$ cat src/rtl/led_matrix_scan_driver.sv
// led_matrix_scan_driver: multiplexed LED matrix scanner with tear-free pattern load, row blanking, blink and frame strobe
module led_matrix_scan_driver #(
  parameter int ROWS = 3,
  parameter int COLS = 3,
  parameter int SCAN_DIV = 50000,
  parameter int BLANK_CYCLES = 500,
  parameter int BLINK_FRAMES = 64
) (
  input  logic                 clk,
  input  logic                 reset,
  input  logic                 enable,
  input  logic                 blink_en,
  input  logic                 pat_valid,
  output logic                 pat_ready,
  input  logic [ROWS*COLS-1:0] pat_data,
  output logic [ROWS-1:0]      rows,
  output logic [COLS-1:0]      cols,
  output logic                 frame_done
);
  localparam int SW = $clog2(SCAN_DIV);
  localparam int RW = ROWS > 1 ? $clog2(ROWS) : 1;
  localparam int FW = BLINK_FRAMES > 1 ? $clog2(BLINK_FRAMES) : 1;
  typedef enum logic [1:0] {IDLE, BLANK, DRIVE} scan_t;
  scan_t st;
  logic [SW-1:0] slot_cnt, slot_nxt;
  logic [RW-1:0] row_idx, row_nxt;
  logic [FW-1:0] frame_cnt, frame_nxt;
  logic blink_phase, phase_nxt, pend_v, slot_wrap, frame_wrap, fb, lit, accept, apply;
  logic [ROWS*COLS-1:0] active, pending;
  logic [ROWS-1:0] row_sel, rows_nxt;
  logic [COLS-1:0] row_pat, cols_nxt;
  assign pat_ready = !pend_v;
  // scan phase classification, counter advance, blink tracking and next registered outputs
  always_comb begin
    row_sel = '0;
    row_pat = '0;
    for (int r = 0; r < ROWS; r++) begin
      row_sel[r] = row_idx == RW'(r);
      row_pat = row_idx == RW'(r) ? active[r*COLS +: COLS] : row_pat;
    end
    st = !enable ? IDLE : slot_cnt < SW'(BLANK_CYCLES) ? BLANK : DRIVE;
    slot_wrap = slot_cnt == SW'(SCAN_DIV - 1);
    fb = enable && slot_wrap && row_idx == RW'(ROWS - 1);
    slot_nxt = !enable || slot_wrap ? '0 : slot_cnt + 1'b1;
    row_nxt = !enable || fb ? '0 : slot_wrap ? row_idx + 1'b1 : row_idx;
    frame_wrap = frame_cnt == FW'(BLINK_FRAMES - 1);
    frame_nxt = !blink_en ? '0 : fb ? (frame_wrap ? '0 : frame_cnt + 1'b1) : frame_cnt;
    phase_nxt = blink_en && (blink_phase ^ (fb && frame_wrap));
    lit = st == DRIVE && !(blink_en && blink_phase);
    rows_nxt = lit ? row_sel : '0;
    cols_nxt = lit ? ~row_pat : '1;
    accept = pat_valid && !pend_v;
    apply = pend_v && (fb || !enable);
  end
  // state, pattern double-buffer and registered pin drive
  always_ff @(posedge clk) begin
    if (reset) begin
      slot_cnt <= '0;
      row_idx <= '0;
      frame_cnt <= '0;
      blink_phase <= 1'b0;
      pend_v <= 1'b0;
      pending <= '0;
      active <= '0;
      rows <= '0;
      cols <= '1;
      frame_done <= 1'b0;
    end else begin
      slot_cnt <= slot_nxt;
      row_idx <= row_nxt;
      frame_cnt <= frame_nxt;
      blink_phase <= phase_nxt;
      rows <= rows_nxt;
      cols <= cols_nxt;
      frame_done <= fb;
      if (accept) begin
        pend_v <= 1'b1;
        pending <= pat_data;
      end else if (apply) begin
        pend_v <= 1'b0;
        active <= pending;
      end
    end
  end
endmodule

$ cat config.mk
export PLATFORM = sky130hd
export DESIGN_NAME = led_matrix_scan_driver
export DESIGN_NICKNAME = d
export VERILOG_FILES = /design/src/rtl/led_matrix_scan_driver.sv
export SDC_FILE = /design/constraint.sdc
export NUM_CORES = 1
export LEC_CHECK = 0
export ABC_CLOCK_PERIOD_IN_PS = 5800
export BUFFER_PORTS_ARGS = -buffer_cell sky130_fd_sc_hd__buf_2
export CORE_ASPECT_RATIO = 0.5
export CORE_MARGIN = 4
export CORE_UTILIZATION = 50
export CTS_CLUSTER_SIZE = 10
export DETAILED_ROUTE_END_ITERATION = 6
export MAX_ROUTING_LAYER = met4
export PLACE_DENSITY = 0.73
export SYNTH_ARGS = -nofsm -noshare
export SYNTH_HDL_FRONTEND = slang
export SYNTH_SLANG_ARGS = --single-unit
$ cat constraint.sdc
create_clock -name clk -period 5.8 [get_ports clk]
set_input_delay 1.16 -clock clk [delete_from_list [all_inputs] [get_ports clk]]
set_output_delay 1.16 -clock clk [all_outputs]
set_load 0.01 [all_outputs]
==> impl_metrics.tcl <==
set metrics [dict create \
    status "finished, final reports clean" \
    design.die.area_sq_um 6120 \
    p_leak_uw 0.000856 \
    synth_ff_type "dfxtp_1" \
    maxCapViolCount 0 \
    ys_types 38 \
    cts-hold-fix-buffers 0 \
    totalWireLength_mm 5.01 \
    arrival_ps 1580 \
    worstRegToRegCells 4 \
    drv_slew 0 \
    io_pins 22 \
    yosysSeqAreaShare_pct 41.9 \
    fill_cells 418 \
    grt_pass1_vias 1878 \
    final_common_cell "dfxtp_1" \
    drive_gt1_share_pct 10.9 \
    worstHoldStart "slot_cnt[0]" \
    clock_skew_ps 2.79 \
    finalSetupViolCount 0 \
    vias 2096 \
    worstSetupPathType "register to output port" \
    fin_total_pwr_uw 614 \
    path_max_fanout 29 \
    cts_sinks 51 \
    p_per_area_nw_per_um2 232 \
    start_util_pct 53.5 \
    holdPathEnd "slot_cnt[0]" \
    min_period_ps 2740 \
    core_area_sq_um 4550 \
    crit_path_max_incr_delay_ps 910 \
    worstReg2RegStart "slot_cnt[4]" \
    end_kind "output port" \
    path_buf_inv 2 \
    synth.cell_area_sq_um 2440 \
    holdCritPathClass "register to register" \
    slew_headroom_pct 41.3 \
    drt_pass1_iterations 4 \
    setup_tns_ps 0 \
    grt_start_max_net_pins 43 \
    finalHoldViolations 0 \
    rsz0062_at_grt "false" \
    fin_crit_sh_pct 47.2 \
    cts_made_buffers 5 \
    synth_fp_nets 309 \
    clock.fmax_mhz 365 \
    tightest_slew_ps 880 \
    cts-htree-levels 2 \
    antenna_left 0 \
    cts_buffer_depth 2 \
    gr-total-overflow 0 \
    post_cts_buffers 0 \
    synth-edff-count 0 \
    grt_usage_pct 17.4 \
    antenna_found_initial 0 \
    antenna_cells 0 \
    worstSetupStartpointType "register" \
    dr.first_iter.drc_count 83 \
    final_nets 320 \
    whs_ps 464 \
    synthTopCellsByArea "dfxtp_1 42%, nand2_1 7.2%, xnor2_1 4.0%" \
    yosys_register_bits 51 \
    async_flop_share_pct 0 \
    gp_congestion 0.842 \
    path_cells "inv_1 > buf_2" \
    post_cts_resized 0 \
    critPathRequiredTime_ps 4640 \
    cts_tree "done" \
    synth_warnings 0 \
    syn_inst 290 \
    hpwlAfterDp_mm 3.53 \
    fin_util_pct 58.1 \
    post-route-drc-count 0 \
    synth_top_area_share_pct 41.9 \
    cp_top_family "flip-flops" \
    vdd.ir_drop.worst_mv 0.102 \
    final-seq-area_sq_um 1020 \
    clockRootBuffer "clkbuf_8" \
    drt-wirelength-per-cell_microns 13.6 \
    r2r_end "cols[0]" \
    holdPathStages 1 \
    instances_no_fill 368 \
    port-buffer-count 21 \
    grt_pass1_wl_mm 8.48 \
    postSynthAreaPerCell_sq_um 8.40 \
    die_w_microns 107 \
    layout_common_cells "51 x dfxtp_1, 47 x nand2_1, 23 x nor2_1, 21 x buf_2, 14 x a21oi_1" \
    reg2reg_slack_ps 3620 \
    die_h_microns 57.4 \
    row_count 17 \
    syn2layout_area_growth_pct 8.52 \
    insertion_delay_ps 300 \
    synth_top_area_cell "dfxtp_1" \
    path_clk_slew_ps 80 \
    multi_input_area_sq_um 1290 \
    dp_cells 360 \
    critPathSlowestCell "dfxtp_1" \
    via_per_inst 5.70 \
]
## synth_stat cells (3+ instances only)
master and instances:
nand2_1 47, o311ai_0 9, buf_1 4, dfxtp_1 51, nor2_1 23, nand4_1 8, clkbuf_1 10, o211ai_1 12
nor4_1 8, and2_1 3, nor3_1 3, or3_1 3, a21oi_1 14, ha_1 5, or4_1 3, a31oi_1 10
nand3_1 10, and4_1 4, nand4b_1 9, inv_1 11, xnor2_1 11, nor3b_1 9
## layer usage
metal	wire (microns)	track usage [%]
met1	2380	21.6
met4	47	4.37
met3	224	4.41
met2	2350	28.4
met5	0	-
## final cells by class
type                       instances  share of cell area (%)
tap                               66                    3.12
sequential                        51                    38.6
multi-input combinational        211                    49.0
timing repair buffer              21                    3.97
inverter                          11                    1.56
clock buffer                       8                    3.78
## flip-flops by register name (all words and copies together), names as in the netlist
register / cells
cols: 3
slot_cnt: 16
active: 9
frame_cnt: 6
pend_v: 1
blink_phase: 1
rows: 3
frame_done: 1
pending: 9
row_idx: 2
## power by group
part           internal, uW  switching (uW)  total, uW  leakage, uW
sequential              356            8.61        365     0.000413
clock                   109             110        219    0.0000515
combinational          11.1            18.6       29.6     0.000391
## kinds of logic after synthesis
logic type,Yosys count,share of synthesized area [%]
simple gates,143,32.0
flops,51,41.9
compound gates,50,13.9
buf+inv,28,4.98
xor+xnor,13,4.67
fa+ha+maj,5,2.57
## worst max-delay path by stage
stage | to | slack, ps | from | cells after the start
3_3_place_gp | frame_cnt[2] | 3150 | enable | 5
6_report | pat_ready | 3060 | pend_v | 2
4_1_cts | pat_ready | 3080 | pend_v | 2
3_5_place_dp | blink_phase | 3060 | enable | 5
5_1_grt | pat_ready | 2910 | pend_v | 2
2_1_floorplan | blink_phase | 3570 | enable | 5
## stage by stage
step	setup WS [ps]	cell area, sq um
floorplan	3570	2440
detailed placement	3060	2540
global placement	3150	2540
finish	3060	2650
global route	2910	2650
CTS	3080	2650
Power figures use the tool's default switching activity.
